`src/rtl/usb3_fifo_rd_if.sv`:
```
// FX3 slave-FIFO read-side bus: ready flag and data in, chip/output/read strobes and socket select out.
interface usb3_fifo_rd_if;
  logic        USB3_FLAGA;
  logic [31:0] USB3_DQ;
  logic        USB3_SLCS_N;
  logic        USB3_SLOE_N;
  logic        USB3_SLRD_N;
  logic [1:0]  USB3_FIFOADDR;

  modport master (
    input  USB3_FLAGA, USB3_DQ,
    output USB3_SLCS_N, USB3_SLOE_N, USB3_SLRD_N, USB3_FIFOADDR
  );

  modport slave (
    output USB3_FLAGA, USB3_DQ,
    input  USB3_SLCS_N, USB3_SLOE_N, USB3_SLRD_N, USB3_FIFOADDR
  );
endinterface

```
`src/rtl/usb3_fifo_rd_ctrl.sv`:
```
// Burst read controller for the FX3 slave FIFO; optional early abort on FLAGA loss via USB_RD_ABORT_EN.
// state | meaning: IDLE wait ready | FLAG_CHK settle FLAGA | OE_ON assert CS/OE | READ strobe SLRD | DRAIN collect tail | DONE pulse
module usb3_fifo_rd_ctrl #(
  parameter int         BURST_LEN   = 256,
  parameter int         RD_LATENCY  = 2,
  parameter int         FLAG_SETTLE = 2,
  parameter logic [1:0] FIFO_ADDR   = 2'b11
) (
  input  logic                  clk,
  input  logic                  rst_n,
  usb3_fifo_rd_if.master        fx3,
  input  logic                  ds_ready,
  output logic [31:0]           data,
  output logic                  data_valid,
  output logic [3:0]            usb_rd_state,
  output logic                  burst_done,
  output logic                  rd_err
);

  localparam int CW = $clog2(BURST_LEN) + 1;
  localparam logic [CW-1:0] LAST_WORD   = CW'(BURST_LEN - 1);
  localparam logic [CW-1:0] LAST_SETTLE = CW'(FLAG_SETTLE - 1);
  localparam logic [CW-1:0] LAST_DRAIN  = CW'(RD_LATENCY);

  typedef enum logic [3:0] {
    IDLE     = 4'd0,
    FLAG_CHK = 4'd1,
    OE_ON    = 4'd2,
    READ     = 4'd6,
    DRAIN    = 4'd7,
    DONE     = 4'd8
  } state_t;

  state_t                state, nxt;
  logic [CW-1:0]         cnt;
  logic                  slcs_q, sloe_q, slrd_q, slcs_d, sloe_d, slrd_d, done_d;
  logic [1:0]            addr_q, addr_d;
  logic [RD_LATENCY-1:0] rd_sr;
  logic                  abort_hit;

`ifdef USB_RD_ABORT_EN
  logic flaga_low_q, aborted;

  // a low FLAGA on the final word is not an abort: the burst already completed
  assign abort_hit = (state == READ) && !fx3.USB3_FLAGA && flaga_low_q && (cnt != LAST_WORD);

  always_ff @(posedge clk or negedge rst_n) begin
    if (!rst_n) begin
      flaga_low_q <= 1'b0;
      aborted     <= 1'b0;
      rd_err      <= 1'b0;
    end else begin
      flaga_low_q <= (state == READ) && !fx3.USB3_FLAGA;
      if (state == IDLE)  aborted <= 1'b0;
      else if (abort_hit) aborted <= 1'b1;
      rd_err <= done_d && aborted;
    end
  end
`else
  assign abort_hit = 1'b0;
  assign rd_err    = 1'b0;
`endif

  always_ff @(posedge clk or negedge rst_n) begin
    if (!rst_n) state <= IDLE;
    else        state <= nxt;
  end

  always_comb begin
    nxt = state;
    case (state)
      IDLE:     if (ds_ready && fx3.USB3_FLAGA) nxt = FLAG_CHK;
      FLAG_CHK: if (!fx3.USB3_FLAGA)            nxt = IDLE;
                else if (cnt == LAST_SETTLE)    nxt = OE_ON;
      OE_ON:    nxt = READ;
      READ:     if (cnt == LAST_WORD || abort_hit) nxt = DRAIN;
      DRAIN:    if (cnt == LAST_DRAIN)          nxt = DONE;
      DONE:     nxt = IDLE;
      default:  nxt = IDLE;
    endcase
  end

  // strobes are decoded from the next state so the registered pins line up with the state register
  always_comb begin
    slcs_d = 1'b1;
    sloe_d = 1'b1;
    slrd_d = 1'b1;
    addr_d = 2'b00;
    done_d = 1'b0;
    case (nxt)
      OE_ON, DRAIN: begin
        slcs_d = 1'b0;
        sloe_d = 1'b0;
        addr_d = FIFO_ADDR;
      end
      READ: begin
        slcs_d = 1'b0;
        sloe_d = 1'b0;
        slrd_d = 1'b0;
        addr_d = FIFO_ADDR;
      end
      DONE:    done_d = 1'b1;
      default: ;
    endcase
  end

  always_ff @(posedge clk or negedge rst_n) begin
    if (!rst_n) begin
      slcs_q     <= 1'b1;
      sloe_q     <= 1'b1;
      slrd_q     <= 1'b1;
      addr_q     <= 2'b00;
      burst_done <= 1'b0;
    end else begin
      slcs_q     <= slcs_d;
      sloe_q     <= sloe_d;
      slrd_q     <= slrd_d;
      addr_q     <= addr_d;
      burst_done <= done_d;
    end
  end

  always_ff @(posedge clk or negedge rst_n) begin
    if (!rst_n)                          cnt <= '0;
    else if (state == IDLE || nxt != state) cnt <= '0;
    else                                 cnt <= cnt + 1'b1;
  end

  // rd_sr tracks which cycles had SLRD low; its tail marks when that word sits on DQ
  always_ff @(posedge clk or negedge rst_n) begin
    if (!rst_n) begin
      rd_sr      <= '0;
      data       <= '0;
      data_valid <= 1'b0;
    end else begin
      rd_sr[0] <= !slrd_q;
      for (int i = 1; i < RD_LATENCY; i++) rd_sr[i] <= rd_sr[i-1];
      data_valid <= rd_sr[RD_LATENCY-1];
      if (rd_sr[RD_LATENCY-1]) data <= fx3.USB3_DQ;
    end
  end

  assign fx3.USB3_SLCS_N   = slcs_q;
  assign fx3.USB3_SLOE_N   = sloe_q;
  assign fx3.USB3_SLRD_N   = slrd_q;
  assign fx3.USB3_FIFOADDR = addr_q;
  assign usb_rd_state      = state;

endmodule

```
`src/flat_wrapper.sv`:
```
// flat-port wrapper written by rule: the top's interface ports become plain ports
module usb3_fifo_rd_ctrl_flat 
#(
  parameter int         BURST_LEN   = 256,
  parameter int         RD_LATENCY  = 2,
  parameter int         FLAG_SETTLE = 2,
  parameter logic [1:0] FIFO_ADDR   = 2'b11
)
  (clk, rst_n, ds_ready, data, data_valid, usb_rd_state, burst_done, rd_err, fx3_USB3_FLAGA, fx3_USB3_DQ, fx3_USB3_SLCS_N, fx3_USB3_SLOE_N, fx3_USB3_SLRD_N, fx3_USB3_FIFOADDR);
  usb3_fifo_rd_if fx3_i ();
  input  logic clk;
  input  logic rst_n;
  input  logic ds_ready;
  output logic [31:0] data;
  output logic data_valid;
  output logic [3:0] usb_rd_state;
  output logic burst_done;
  output logic rd_err;
  input wire logic [$bits(fx3_i.USB3_FLAGA)-1:0] fx3_USB3_FLAGA;
  input wire logic [$bits(fx3_i.USB3_DQ)-1:0] fx3_USB3_DQ;
  output wire logic [$bits(fx3_i.USB3_SLCS_N)-1:0] fx3_USB3_SLCS_N;
  output wire logic [$bits(fx3_i.USB3_SLOE_N)-1:0] fx3_USB3_SLOE_N;
  output wire logic [$bits(fx3_i.USB3_SLRD_N)-1:0] fx3_USB3_SLRD_N;
  output wire logic [$bits(fx3_i.USB3_FIFOADDR)-1:0] fx3_USB3_FIFOADDR;
  assign fx3_i.USB3_FLAGA = fx3_USB3_FLAGA;
  assign fx3_i.USB3_DQ = fx3_USB3_DQ;
  assign fx3_USB3_SLCS_N = fx3_i.USB3_SLCS_N;
  assign fx3_USB3_SLOE_N = fx3_i.USB3_SLOE_N;
  assign fx3_USB3_SLRD_N = fx3_i.USB3_SLRD_N;
  assign fx3_USB3_FIFOADDR = fx3_i.USB3_FIFOADDR;
  usb3_fifo_rd_ctrl #(.BURST_LEN(BURST_LEN), .RD_LATENCY(RD_LATENCY), .FLAG_SETTLE(FLAG_SETTLE), .FIFO_ADDR(FIFO_ADDR)) u_core (.clk(clk), .rst_n(rst_n), .fx3(fx3_i), .ds_ready(ds_ready), .data(data), .data_valid(data_valid), .usb_rd_state(usb_rd_state), .burst_done(burst_done), .rd_err(rd_err));
endmodule
```
`config.mk`:
```
export PLATFORM = sky130hd
export DESIGN_NAME = usb3_fifo_rd_ctrl_flat
export DESIGN_NICKNAME = d
export VERILOG_FILES = /design/src/rtl/usb3_fifo_rd_if.sv /design/src/rtl/usb3_fifo_rd_ctrl.sv /design/src/flat_wrapper.sv
export SDC_FILE = /design/constraint.sdc
export NUM_CORES = 1
export LEC_CHECK = 0
export BUFFER_PORTS_ARGS = -buffer_cell sky130_fd_sc_hd__buf_2
export CAP_MARGIN = 30
export CORE_UTILIZATION = 40
export CTS_CLUSTER_SIZE = 25
export DETAILED_ROUTE_END_ITERATION = 12
export PLACE_DENSITY = 0.69
export SLEW_MARGIN = 10
export SYNTH_ARGS = -nofsm -noshare
export SYNTH_HDL_FRONTEND = slang
export SYNTH_SLANG_ARGS = --single-unit
```
`constraint.sdc`:
```
create_clock -name clk -period 1.65 [get_ports clk]
set_input_delay 0.165 -clock clk [delete_from_list [all_inputs] [get_ports clk]]
set_output_delay 0.165 -clock clk [all_outputs]
set_load 0.02 [all_outputs]
```
Word-level counts from Yosys, hierarchy flattened
Index checks and enable logic that the tools add are counted.
{"block": "word_totals", "regBits": 53, "latch_bits": 0, "ram_bits": 0, "rom_bits": 0, "output_inout_bits": 44, "word_cells": 38, "n_memories": 0}
{"block": "classes", "addsub": 1, "mul": 0, "n_div": 0, "magnitude_cmp": 0, "n_eq_ne": 12, "n_shift": 0, "muxes": 11, "n_bitwise": 0, "reduce_logical": 5}
{"cell": "$mux W4", "count": 5}
{"cell": "$pmux W4 S5", "count": 1}
{"cell": "$eq A4 B3 Y1 const B", "count": 4}
{"cell": "$add A9 B1 Y9 const B", "count": 1}
{"cell": "$eq A9 B1 Y1 const B", "count": 1}
{"cell": "$eq A9 B2 Y1 const B", "count": 1}
{"cell": "$eq A9 B8 Y1 const B", "count": 1}
{"cell": "$mux W9", "count": 1}
{"cell": "$eq A4 B2 Y1 const B", "count": 2}
{"cell": "$eq A4 B1 Y1 const B", "count": 1}
{"cell": "$eq A4 B4 Y1 const B", "count": 1}
{"cell": "$logic_not A4 Y1", "count": 1}
{"cell": "$ne A4 B4 Y1", "count": 1}
{"cell": "$mux W1", "count": 3}
{"cell": "$reduce_or A3 Y1", "count": 1}
{"cell": "$mux W2", "count": 1}
{"cell": "$logic_and A1 B1 Y1", "count": 1}
{"cell": "$logic_not A1 Y1", "count": 1}
{"cell": "$logic_or A1 B1 Y1", "count": 1}

Logic depth before layout (Yosys ltp)
{"block": "depth", "ltp_word": 7, "mapped_depth": 8}

Worst setup path after synthesis
No wires, ideal clock.
{"block": "synth_path", "kind": "register to register", "start": "reg u_core.cnt[0]", "end": "reg u_core.cnt[2]", "setup_ps": 101, "arrival_time_ps": 1727, "t_required_ps": 1549, "setup_slack_ps": -177, "path_stages_with_launch": 9, "path_buffers": 0, "cell_sequence": "dfrtp_1 ha_1 nand3_1 nor2_1 and3_1 ha_1 a31oi_1 nand2_2 nor4_1"}
{"block": "synth_between", "elab_chain_cells": 7, "word_cells_on_any_way": 12, "classes_between": "1 x add/sub; 4 x eq/ne; 6 x mux; 1 x reduce/logical"}
{"item": "start: declaration", "line_no": "usb3_fifo_rd_ctrl.sv:35", "text": "logic [CW-1:0] cnt;"}
{"item": "start signal: assignment", "line_no": "usb3_fifo_rd_ctrl.sv:126", "text": "else cnt <= cnt + 1'b1;"}
{"item": "$eq A9 B1 Y1", "line_no": "usb3_fifo_rd_ctrl.sv:74", "text": "else if (cnt == LAST_SETTLE) nxt = OE_ON;"}
{"item": "$mux W4", "line_no": "usb3_fifo_rd_ctrl.sv:74"}
{"item": "$mux W4", "line_no": "usb3_fifo_rd_ctrl.sv:73", "text": "FLAG_CHK: if (!fx3.USB3_FLAGA) nxt = IDLE;"}
{"item": "$pmux W4 S5", "line_no": "usb3_fifo_rd_ctrl.sv:71", "text": "case (state)"}
{"item": "$ne A4 B4 Y1", "line_no": "usb3_fifo_rd_ctrl.sv:125", "text": "else if (state == IDLE || nxt != state) cnt <= '0;"}
{"item": "$logic_or A1 B1 Y1", "line_no": "usb3_fifo_rd_ctrl.sv:125"}
{"item": "$mux W9 *", "line_no": "usb3_fifo_rd_ctrl.sv:125"}
Mark *: on every way between the ends. The rest lies on a longest branch, timed or not.
A chain may end at the register's enable or synchronous reset.

Worst setup path after layout
{"block": "layout_path", "start": "reg u_core.cnt[1]", "end": "reg u_core.cnt[5]"}
Same word-level chain as after synthesis.

==> metrics.md <==
| Metric | Value |
|---|---|
| CTS sink count | `52` |
| Core ar. | `between 0.005 and 0.006 mm2` |
| Top cells by count, synth | `dfrtp_1 (50), mux2_2 (32), nor4_1 (9), nand2_1 (6), nor2_1 (6)` |
| # rows | `26` |
| Post-layout util | `0.605` |
| RePlAce Congestion | `around 0.83` |
| Die Span X | `76.0 um` |
| Residual DRC count | `0` |
| Nets | `around 320` |
| Hold WS | `between 0.1 and 0.15 ns` |
| Slew @ Worst Pin | `roughly 0.55 ns` |
| H-Tree Depth | `2` |
| Pwr/cell area | `1660 mW/mm2` |
| Max VDD drop | `roughly 0.67 mV` |
| DRT Pass-1 Iters | `4` |
| Crit. End Element | `flip-flop` |
| Max_cap viols | `0` |
| Synth cell types | `39` |
| Initial antenna violation count | `0` |
| Root Buffer | `clkbuf_8` |
| Drt initial violations | `45` |
| Vias in the first global route | `~1700` |
| Critical path peak fanout | `5` |
| Area grow syn2layout | `43.6%` |
| Area after DPL | `0.00287 mm2` |
| Final Power | `approximately 5.2 mW` |
| Failing checks | `negative setup slack` |
| Crit start category | `flip-flop` |
| Initial core utilization | `0.421` |
| DR vias | `around 1700` |
| CTS tree | `yes` |
| Share of cells above drive strength 1 | `0.663` |
| RSZ-0062 raised after global routing | `true` |
| Clock Tree Buf Depth | `2` |
| Placed Cells | `~330` |
| FF-to-FF path depth | `7` |
| Number of synthesized flops with an enable pin | `0` |
| Synthesis-stage register bit count | `between 50 and 60` |
| Main synth FF type | `dfrtp_1` |
| Flop2flop setup slack | `-0.23 ns` |
| Total Routing Usage GR | `0.167` |
| Non-filler cells, final | `between 300 and 400` |
| Rel. slew slack | `0.631` |
| DP HPWL | `between 3000 and 4000 um` |
| Hold EP | `u_core.data[28]` |
| Final Cycle Share | `1.14` |
| Critical path required time | `around 1.8 ns` |
| Hold Vio Cnt, Final | `0` |
| CTS buffer count | `5` |
| Top-count cell post-synth | `dfrtp_1` |
| Number of port buffers | `78` |
| Ys async rst share | `1.00` |
| Mean area per synthesized cell | `13.8 um2` |
| DR vias/cell | `4.92` |
| Skew final | `between 0.008 and 0.009 ns` |
| Min cycle time layout | `~1.9 ns` |
| RR Startpoint | `u_core.cnt[1]` |
| Synth area leaders | `dfrtp_1 (57%), mux2_2 (16%), nor4_1 (2.6%)` |
| N_diodes | `0` |
| Hold Crit Start | `fx3_USB3_DQ[28]` |
| Remaining Overflow, GRT | `0` |
| Mapped Area | `about 0.0022 mm2` |
| I/O pins | `80` |
| Clk_lat worst skew | `around 0.3 ns` |
| Antenna viol nets, final | `0` |
| Final Instance Area | `0.00315 mm2` |
| Synth top area share | `0.571` |
| R2r endpoint | `u_core.cnt[5]` |
| Yosys warns | `0` |
| Seq/Total Area, Yosys | `0.595` |
| Die height | `approximately 76 um` |
| Slew Limit Fails | `0` |
| Fin worst setup slack | `-0.227 ns` |
| First-pass GRT wire length | `7730 um` |
| CP Class | `reg2reg` |
| Leakage power | `approximately 1.5 nW` |
| Peak Freq | `~530 MHz` |
| Status | `finished with violations` |
| Mapped Cells | `159` |
| WP data arrival | `just over 2 ns` |
| Post-Route WL | `~4700 um` |
| Worst Hold Path Cells | `2` |
| Leading area contributor after synthesis | `dfrtp_1` |
| Die ar. | `0.00578 mm2` |
| Largest net degree at the start of global routing | `31` |
| # setup viols final | `14` |
| Clk slew on worst S/H paths | `roughly 0.090 ns` |
| Routed len/inst | `~14 um` |
| Mapped Nets | `~200` |
| Tightest Hold Check Type | `in2reg` |
==> power breakdown <==
part | total, mW | switching (mW) | leakage (nW) | internal (mW)
Clock | 0.684 | 0.387 | 0.0412 | 0.297
Combinational | 2.54 | 1.39 | 0.813 | 1.15
Sequential | 2.01 | 0.219 | 0.640 | 1.79
==> state kept, by name, indices dropped and copies added, names as in the netlist <==
signal / count
u_core.rd_sr: 2
u_core.fx3.USB3_SLOE_N: 1
u_core.fx3.USB3_SLRD_N: 1
u_core.cnt: 9
u_core.fx3.USB3_FIFOADDR: 1
u_core.data: 32
u_core.data_valid: 1
u_core.usb_rd_state: 4
u_core.burst_done: 1
==> worst max-delay path by stage <==
| stage | start | to | depth (start not counted) |
|---|---|---|---|
| 2_1_floorplan | u_core.cnt[1] | u_core.cnt[2] | 6 |
| 3_3_place_gp | u_core.cnt[1] | u_core.cnt[5] | 6 |
| 3_5_place_dp | u_core.cnt[1] | u_core.cnt[4] | 6 |
| 4_1_cts | u_core.cnt[1] | u_core.cnt[4] | 7 |
| 5_1_grt | u_core.cnt[1] | u_core.cnt[6] | 7 |
| 6_report | u_core.cnt[1] | u_core.cnt[5] | 7 |
==> final cells by class <==
cell class	instances	area, um2
clock buffers	6	72.6
clock inverters	2	12.5
fillers	417	2060
inverters	5	18.8
multi-input cells	97	966
flip-flops and latches	52	1310
well taps	70	87.6
repair buffers	114	683
==> per-layer routing <==
| layer | GRT usage | vias to the layer above | share of wire |
|---|---|---|---|
| li1 | - | 794 | - |
| met1 | 0.206 | 826 | 0.43 |
| met2 | 0.285 | 69 | 0.51 |
| met3 | 0.0323 | 12 | 0.054 |
| met4 | 0.0769 | 0 | 0.015 |
| met5 | 0 | - | 0 |
==> worst max-delay path: stages, from the launching register on <==
cell and delay, ns:
dfrtp_1 0.41, inv_1 0.07, ha_1 0.15, or4b_4 0.48
nor4_4 0.17, buf_4 0.17, a2bb2oi_4 0.21, nor4_1 0.09
==> through the flow <==
stage / worst slack, ns / setup TNS, ns
floorplan: -0.100 / -0.895
global placement: -0.147 / -1.45
detailed placement: -0.218 / -2.16
CTS: -0.184 / -1.69
global route: -0.302 / -3.30
finish: -0.227 / -2.37
==> layout by cell type, fill, tap and decap left out, types with 2 or more instances in the layout <==
| master | n |
|---|---|
| buf_2 | 78 |
| dfrtp_1 | 48 |
| mux2_2 | 32 |
| buf_4 | 32 |
| nand2_1 | 6 |
| nor4_1 | 6 |
| inv_1 | 5 |
| clkbuf_8 | 5 |
| nor4_2 | 4 |
| nor2_1 | 4 |
| xor2_1 | 4 |
| nand3_1 | 3 |
| ha_2 | 3 |
| nor2_2 | 2 |
| and3_1 | 2 |
| or2_2 | 2 |
| a2bb2oi_4 | 2 |
| xnor2_1 | 2 |
| buf_6 | 2 |
| dfstp_2 | 2 |
| dfrtp_2 | 2 |
==> kinds of logic (layout without fill, tap and decap cells) <==
family / count (synthesis) / count (layout) / synth area share
compound gates: 7 / 8 / 0.0354
xor+xnor: 6 / 6 / 0.0240
fa+ha+maj: 4 / 4 / 0.0228
buf+inv: 12 / 127 / 0.0257
flops: 52 / 52 / 0.595
mux: 32 / 32 / 0.164
other cells: 1 / 1 / 0.00171
simple gates: 45 / 46 / 0.131
==> timing repair <==
| action | in CTS | in global routing |
|---|---|---|
| endpoints found under the hold margin | 20 | 0 |
| gates resized for setup | 6 | 12 |
| endpoints found under the setup margin | 12 | 14 |
| pin swaps | 5 | 8 |
| cloned | 2 | 0 |
| setup buffers | 5 | 4 |
| hold buffers | 1 | 0 |
No activity file was read; power rests on OpenSTA's default activity.
